## config.mk

```make
export PLATFORM = sky130hd
export DESIGN_NAME = fifo_wr_arbiter_flat
export DESIGN_NICKNAME = d
export VERILOG_FILES = /design/src/rtl/fifo_wr_arbiter_if.sv /design/src/rtl/fifo_wr_arbiter.sv /design/src/flat_wrapper.sv
export SDC_FILE = /design/constraint.sdc
export NUM_CORES = 1
export LEC_CHECK = 0
export BUFFER_PORTS_ARGS = -buffer_cell sky130_fd_sc_hd__buf_2
export CAP_MARGIN = 20
export CORE_ASPECT_RATIO = 0.9
export CORE_MARGIN = 2
export CORE_UTILIZATION = 37
export DETAILED_ROUTE_END_ITERATION = 10
export HOLD_SLACK_MARGIN = 0.05
export PLACE_DENSITY_LB_ADDON = 0.08
export SYNTH_ARGS = -nofsm -noshare
export SYNTH_HDL_FRONTEND = slang
export SYNTH_SLANG_ARGS = --single-unit
```

## constraint.sdc

```tcl
create_clock -name clk_i -period 6.8 [get_ports clk_i]
set_input_delay 0.34 -clock clk_i [delete_from_list [all_inputs] [get_ports clk_i]]
set_output_delay 0.34 -clock clk_i [all_outputs]
set_load 0.01 [all_outputs]
```

## src/rtl/fifo_wr_arbiter_if.sv

```systemverilog
// fifo_wr_arbiter_if: groups the requester-side and FIFO-side write signals
// of fifo_wr_arbiter. The arbiter takes the master modport. The producers and
// the FIFO together take the slave modport.
// With ARB_STATS_EN defined, the interface also carries the stall counter.
interface fifo_wr_arbiter_if #(
    parameter int BITS = 32,
    parameter int NREQ = 4
);
    localparam int PW = $clog2(NREQ);

    logic [NREQ-1:0]      req_i;
    logic [NREQ*BITS-1:0] data_i;
    logic [NREQ-1:0]      gnt_o;
    logic                 full_i;
    logic                 push_o;
    logic [BITS-1:0]      data_o;
    logic                 busy_o;
    logic [PW-1:0]        owner_o;
`ifdef ARB_STATS_EN
    logic [15:0]          stall_cnt_o;
`endif

    modport master (
        input  req_i, data_i, full_i,
        output gnt_o, push_o, data_o, busy_o, owner_o
`ifdef ARB_STATS_EN
        , output stall_cnt_o
`endif
    );

    modport slave (
        output req_i, data_i, full_i,
        input  gnt_o, push_o, data_o, busy_o, owner_o
`ifdef ARB_STATS_EN
        , input stall_cnt_o
`endif
    );
endinterface

```

## src/rtl/fifo_wr_arbiter.sv

```systemverilog
// fifo_wr_arbiter: shares one FIFO write port between NREQ producers.
// Arbitration is round-robin, and each owner's tenure is capped at MAX_BURST
// words. One idle bubble cycle separates consecutive tenures.
// Optional macro ARB_STATS_EN adds a saturating stall-cycle counter.
module fifo_wr_arbiter #(
    parameter int BITS      = 32,
    parameter int NREQ      = 4,
    parameter int MAX_BURST = 4
) (
    input  logic                clk_i,
    input  logic                rst_i,
    fifo_wr_arbiter_if.master   bus
);
    localparam int PW = $clog2(NREQ);
    localparam int CW = $clog2(MAX_BURST + 1);

    typedef enum logic {IDLE, BURST} state_t;

    state_t          state_q, state_d;
    logic [PW-1:0]   ptr_q, ptr_d;
    logic [PW-1:0]   owner_q, owner_d;
    logic [CW-1:0]   cnt_q, cnt_d;
    logic            bubble_q, bubble_d;

    logic            selFound;
    logic [PW-1:0]   selIdx;
    logic [PW-1:0]   scanIdx;
    logic            grantEn;
    logic [PW-1:0]   grantIdx;
    logic [BITS-1:0] lanes [NREQ];

    for (genvar k = 0; k < NREQ; k++) begin : g_lane
        assign lanes[k] = bus.data_i[k*BITS +: BITS];
    end

    function automatic logic [PW-1:0] incIdx(input logic [PW-1:0] idx);
        return (idx == PW'(NREQ - 1)) ? '0 : idx + 1'b1;
    endfunction

    // Find the first requesting lane, scanning circularly from the priority pointer.
    always_comb begin
        selFound = 1'b0;
        selIdx   = '0;
        scanIdx  = '0;
        for (int i = 0; i < NREQ; i++) begin
            scanIdx = PW'((int'(ptr_q) + i) % NREQ);
            if (!selFound && bus.req_i[scanIdx]) begin
                selFound = 1'b1;
                selIdx   = scanIdx;
            end
        end
    end

    // Grant decision and tenure bookkeeping. A stall holds all state.
    always_comb begin
        state_d  = state_q;
        ptr_d    = ptr_q;
        owner_d  = owner_q;
        cnt_d    = cnt_q;
        bubble_d = bubble_q;
        grantEn  = 1'b0;
        grantIdx = owner_q;
        case (state_q)
            IDLE: begin
                bubble_d = 1'b0;
                if (!bubble_q && selFound && !bus.full_i) begin
                    grantEn  = 1'b1;
                    grantIdx = selIdx;
                    owner_d  = selIdx;
                    cnt_d    = CW'(1);
                    if (MAX_BURST == 1) begin
                        ptr_d    = incIdx(selIdx);
                        bubble_d = 1'b1;
                    end else begin
                        state_d = BURST;
                    end
                end
            end
            BURST: begin
                if (!bus.req_i[owner_q] || cnt_q >= CW'(MAX_BURST)) begin
                    state_d  = IDLE;
                    ptr_d    = incIdx(owner_q);
                    bubble_d = 1'b1;
                end else if (!bus.full_i) begin
                    grantEn = 1'b1;
                    cnt_d   = cnt_q + 1'b1;
                    if (cnt_d == CW'(MAX_BURST)) begin
                        state_d  = IDLE;
                        ptr_d    = incIdx(owner_q);
                        bubble_d = 1'b1;
                    end
                end
            end
            default: state_d = IDLE;
        endcase
    end

    // Drive the FIFO write port. All outputs are forced quiet while reset is asserted.
    always_comb begin
        bus.gnt_o  = '0;
        bus.push_o = 1'b0;
        bus.data_o = '0;
        if (grantEn && !rst_i) begin
            bus.gnt_o[grantIdx] = 1'b1;
            bus.push_o          = 1'b1;
            bus.data_o          = lanes[grantIdx];
        end
    end

    assign bus.busy_o  = !rst_i && (state_q == BURST);
    assign bus.owner_o = rst_i ? '0 : owner_q;

    // Arbiter state register with synchronous reset.
    always_ff @(posedge clk_i) begin
        if (rst_i) begin
            state_q  <= IDLE;
            ptr_q    <= '0;
            owner_q  <= '0;
            cnt_q    <= '0;
            bubble_q <= 1'b0;
        end else begin
            state_q  <= state_d;
            ptr_q    <= ptr_d;
            owner_q  <= owner_d;
            cnt_q    <= cnt_d;
            bubble_q <= bubble_d;
        end
    end

`ifdef ARB_STATS_EN
    logic [15:0] stall_q;

    // Count the BURST cycles in which the owner still requests but the FIFO is full.
    // The count saturates at all-ones.
    always_ff @(posedge clk_i) begin
        if (rst_i) begin
            stall_q <= '0;
        end else if (state_q == BURST && bus.req_i[owner_q] && bus.full_i
                     && stall_q != 16'hFFFF) begin
            stall_q <= stall_q + 16'd1;
        end
    end

    assign bus.stall_cnt_o = stall_q;
`endif
endmodule
```

## src/flat_wrapper.sv

```systemverilog
// flat-port wrapper written by rule: the top's interface ports become plain ports
module fifo_wr_arbiter_flat 
#(
    parameter int BITS      = 32,
    parameter int NREQ      = 4,
    parameter int MAX_BURST = 4
)
  (clk_i, rst_i, bus_req_i, bus_data_i, bus_full_i, bus_gnt_o, bus_push_o, bus_data_o, bus_busy_o, bus_owner_o);
  fifo_wr_arbiter_if #(.BITS(BITS), .NREQ(NREQ)) bus_i ();
  input  logic clk_i;
  input  logic rst_i;
  input wire logic [$bits(bus_i.req_i)-1:0] bus_req_i;
  input wire logic [$bits(bus_i.data_i)-1:0] bus_data_i;
  input wire logic [$bits(bus_i.full_i)-1:0] bus_full_i;
  output wire logic [$bits(bus_i.gnt_o)-1:0] bus_gnt_o;
  output wire logic [$bits(bus_i.push_o)-1:0] bus_push_o;
  output wire logic [$bits(bus_i.data_o)-1:0] bus_data_o;
  output wire logic [$bits(bus_i.busy_o)-1:0] bus_busy_o;
  output wire logic [$bits(bus_i.owner_o)-1:0] bus_owner_o;
  assign bus_i.req_i = bus_req_i;
  assign bus_i.data_i = bus_data_i;
  assign bus_i.full_i = bus_full_i;
  assign bus_gnt_o = bus_i.gnt_o;
  assign bus_push_o = bus_i.push_o;
  assign bus_data_o = bus_i.data_o;
  assign bus_busy_o = bus_i.busy_o;
  assign bus_owner_o = bus_i.owner_o;
  fifo_wr_arbiter #(.BITS(BITS), .NREQ(NREQ), .MAX_BURST(MAX_BURST)) u_core (.clk_i(clk_i), .rst_i(rst_i), .bus(bus_i));
endmodule
```

; After elaboration in Yosys (flattened, before gate mapping)
; Index checks and enable logic that the tools add are counted.
[word_totals]
ff_bits = 9
input_bits = 135
out_inout_bits = 40
elab_cells = 98
[op_classes]
add_sub_neg = 5
n_lt_le_gt_ge = 9
n_eq_ne = 8
mux = 49
n_bitwise = 2
n_reduce_logical = 20
[ops]
columns = cell, count
row1 = two-way mux 32 bit, 3
row2 = binary-select mux 32 bit (select 2 bit), 1
row3 = two-way mux 2 bit, 11
row4 = two-way mux 1 bit, 20
row5 = < comparator 2 x 3 -> 1 bit (second input constant), 6
row6 = binary-select mux 1 bit (select 2 bit), 5
row7 = two-way mux 3 bit, 3
row8 = logical AND 1 bit, 8
row9 = zero test 1 bit, 7
row10 = greater-or-equal comparator 3 bit (second input constant), 2
row11 = inequality test 3 bit (second input constant), 2
row12 = case mux 1 bit (2 select lines), 3
row13 = case mux 3 bit (2 select lines), 1
row14 = AND reduction 3 bit, 2
row15 = adder 2 x 1 -> 2 bit (second input constant), 2
row16 = adder 2 bit (second input constant), 2
row17 = two-way mux 4 bit, 1
row18 = inequality test 2 x 1 -> 1 bit (second input constant), 2
row19 = inequality test 2 bit (second input constant), 2
row20 = adder 3 x 1 -> 3 bit (second input constant), 1
row21 = equality test 3 bit (second input constant), 1
row22 = NOT 2 -> 3 bit, 1
row23 = demux 1 bit (select 2 bit), 1
row24 = equality test 2 bit (second input constant), 1
row25 = 5 further kinds, 5

; Depth between registers and ports, before layout
[logic_depth]
word_depth = 21
mapped_depth = 8
ltp_nobuf = 7

; Worst setup path after synthesis
; No wires, ideal clock.
[synth_timing]
path_kind = register to output
start = reg u_core.state_q
end = out bus_data_o[10]
arrival_time_ns = 2.108
required_time_ns = 6.460
slack_ns = 4.352
stages_incl_launch_ff = 9
n_path_buf = 2
cell_sequence = dfxtp_1 -> or3_4 -> or3b_1 -> o31ai_2 -> buf_6 -> buf_12 -> mux2i_1 -> nor2_1 -> a221o_1
[synth_via]
elab_chain_cells = 6
word_cells_on_any_way = 9
classes_between = mux (6) / bitwise (2) / reduce/logical (1)
[synth_rtl]
columns = item, line_no
row1 = "start, declared", fifo_wr_arbiter.sv:19  ; state_t state_q, state_d;
row2 = "start signal, assigned", fifo_wr_arbiter.sv:122  ; state_q <= state_d;
row3 = two-way mux 2 bit, fifo_wr_arbiter.sv:63  ; case (state_q)
row4 = NOT 2 -> 3 bit (implied by the code), fifo_wr_arbiter.sv:106  ; bus.data_o = lanes[grantIdx];
row5 = binary-select mux 32 bit (select 2 bit), fifo_wr_arbiter.sv:106
row6 = two-way mux 32 bit (implied by the code) (2 in series), fifo_wr_arbiter.sv:106
row7 = two-way mux 32 bit *, fifo_wr_arbiter.sv:103  ; if (grantEn && !rst_i) begin
row8 = "end, declared", flat_wrapper.sv:17  ; output wire logic [$bits(bus_i.data_o)-1:0] bus_data_o;
; Every way passes the cells marked *; elsewhere a longest branch is shown, timed or not. The select of a mux whose other input is x is not followed.

; Final worst setup path
[layout_timing]
start = reg u_core.state_q
end = out bus_data_o[13]
; Same word-level chain as after synthesis.

==> summary.txt <==
Final layout
  • Cell Count, Final, Fillers Out: 405
  • Area delta synth->final: 54.6%
  • Number of fillers in the final layout: 406
  • Storage cell area: 180 um^2
  • Final Util: 0.594
  • Antenna cell count: 0
  • Multi-input gate area: around 1200 um^2
  • Layout cell share with drive strength beyond 1: 0.538
  • Fin nets: around 500

Global route
  • Pin count of the biggest net entering global routing: 35
  • Vias in the first global route: between 1500 and 2000
  • Total GRT Usage: 0.239
  • Initial antenna violation count: 0
  • First-pass GRT wire length: ~9000 um
  • Total gr overflow: 0

Synth
  • YS warnings: 0
  • Synth Instances: 191
  • Distinct cells, synth: 37
  • Synthesized area per cell: 8.20 um^2
  • Main synth FF type: dfxtp_1
  • FF+latch count, synth: 9
  • Post-Synthesis Cell Area: 1570 um^2
  • Mapped Nets: 329
  • EDFF count, synth: 0
  • Post-synth ARST share: 0
  • Register area share after synthesis: 0.115

Power and ir drop
  • Overall power: 273 uW
  • Sw power: 98.5 uW
  • Clk pwr share: 0.231
  • P_leak: 1.31 nW
  • Int Pwr: 175 uW
  • Part of the power in registers: 0.220
  • Worst VDD drop: about 0.054 mV
  • Comb pwr share: 0.548
  • Pwr Density: 113 nW/um^2
  • Switching part of the total: 0.361

Die
  • Core Rows: 22
  • # IOs: 175
  • Core Box Area: 4070 um^2
  • Die X: slightly above 70 um
  • Starting Density: 0.384
  • Die ar.: 4770 um^2
  • Chip height: between 60 and 70 um

Clocking
  • CTS root buf: clkbuf_8
  • Post-CTS Setup Inserts: 0
  • CTS resizes: 0
  • Clk sinks: 9
  • H-tree depth: 1
  • Clock Path Buffers: 2
  • Worst-Skew Late Latency: 240 ps
  • Hold Buf Count CTS: 0
  • Total CTS buffers: 3
  • CTS tree: built
  • Reg clk slew, reported paths: 50 ps

Placed design
  • Inst Count DP: 401
  • Post-DP HPWL: 4940 um
  • Port-buffer cells: 174
  • Final GP Congestion: 0.843

Timing
  • Slew @ Worst Pin: around 1100 ps
  • Slew HR: 0.276
  • RSZ-0062 raised after global routing: no
  • Fin Setup TNS: 0 ps
  • Final Slew Violations: 0
  • Worst hold slack: between 400 and 500 ps
  • Clock Skews: approximately 0.7 ps
  • Highest Clock Rate: between 200 and 300 MHz
  • Fin crit period: 3810 ps
  • Period Utilization, post-route: 0.561
  • Final Hold Fails: 0
  • Setup-failing EPs final: 0

Routing
  • Wire length per cell: roughly 15 um
  • First-pass detailed-route iteration total: 4
  • DR vias: 2133
  • DRC viols: 0
  • Vias/cell: 5.27
  • WL final: between 6000 and 7000 um
  • DR iter-0 viols: roughly 160
  • Post-route ant nets: 0

Worst setup path
  • Worst setup SP type: flop
  • Worst Path Arrival: around 3500 ps
  • CP Class: reg -> out
  • Worst Setup End Kind: primary output
  • CP Max Fanout: 19
  • WP data required: 6460 ps

Flow run
  • Max-Cap Viols: 0

Run status
  • Status: finished, final reports clean

Min path
  • HP Class: in -> reg
[cell usage in the layout (no fill, tap or decap), types with 2 or more instances in the layout]
master	synthesis	routed
buf_2	3	174
nor2_1	41	41
a221o_1	33	33
mux2i_1	32	32
dfxtp_1	9	9
nor2b_1	6	6
a21oi_1	6	6
nand2_1	5	5
inv_1	4	4
a31oi_1	4	4
nand2b_1	4	4
o21ai_0	3	3
nand3_1	3	3
o21a_1	3	3
ha_1	3	3
clkbuf_8	0	3
mux2_2	2	2
a21boi_1	2	2
and3_1	2	2
buf_4	3	2
[critical path: stages, from the launching register on]
cell and delay, ps:
dfxtp_1 370, or3_4 400, or3b_1 390, o31ai_4 870, buf_4 450, mux2i_1 260
nor2_1 60, a221o_1 290, buf_2 140
[routing by layer]
layer  vias up  global-route usage  part of all wire
met5         -                   0                 0
met4         0              0.0625             0.015
met3         8              0.0475             0.069
met2       107               0.416              0.50
met1       948               0.298              0.42
li1       1070                   -                 -
[state kept, by name, indices dropped and copies added, names as in the netlist]
register         flops
u_core.bubble_q      1
u_core.cnt_q         3
u_core.owner_q       2
u_core.ptr_q         2
u_core.state_q       1
[synthesized netlist by cell type (all sizes together) (4+ instances only)]
library cell	count	area (um^2)
inv	4	15.0
nor2	42	160
nand2b	4	25.0
buf	13	143
mux2i	32	320
o21a	4	31.3
dfxtp	9	180
nor2b	6	37.5
a221o	33	330
nand2	5	18.8
a31oi	4	25.0
a21oi	6	30.0
[kinds of logic after synthesis]
kind of cell	synth area share
flip-flops	0.115
adder cells (fa/ha/maj)	0.0240
AO/OA/AOI/OAI	0.309
multiplexers	0.219
buffers and inverters	0.103
AND/OR/NAND/NOR	0.230
[power by group through the flow]
stage	combinational [mW]	sequential [mW]	clock [mW]
after floorplan	0.0959	0.0596	0
after global placement	0.148	0.0610	0
after detailed placement	0.150	0.0611	0
after CTS	0.150	0.0601	0.0642
after global routing	0.165	0.0608	0.0688
final	0.150	0.0601	0.0632
[through the flow]
| stage | setup WS [ps] | instance area [um^2] |
|---|---|---|
| CTS | 2970 | 2420 |
| global route | 2820 | 2420 |
| finish | 2990 | 2420 |
| floorplan | 4350 | 1570 |
| detailed placement | 3190 | 2370 |
| global placement | 3220 | 2370 |
[worst paths after layout]
kind	from	to	slack, ps	cells past startpoint
max	u_core.state_q	bus_data_o[13]	2990	8
min	rst_i	u_core.cnt_q[1]	430	2
max reg2reg	u_core.state_q	u_core.owner_q[0]	4470	4
min reg2reg	u_core.cnt_q[2]	u_core.cnt_q[2]	500	2
[layout make-up]
cell class / instances / area share
multi-input combinational: 164 / 0.509
timing repair buffer: 176 / 0.366
sequential: 9 / 0.0745
tap: 48 / 0.0248
clock buffer: 3 / 0.0171
inverter: 4 / 0.00620
clock inverter: 1 / 0.00207
Note: power is estimated with default switching activity, not from simulation.
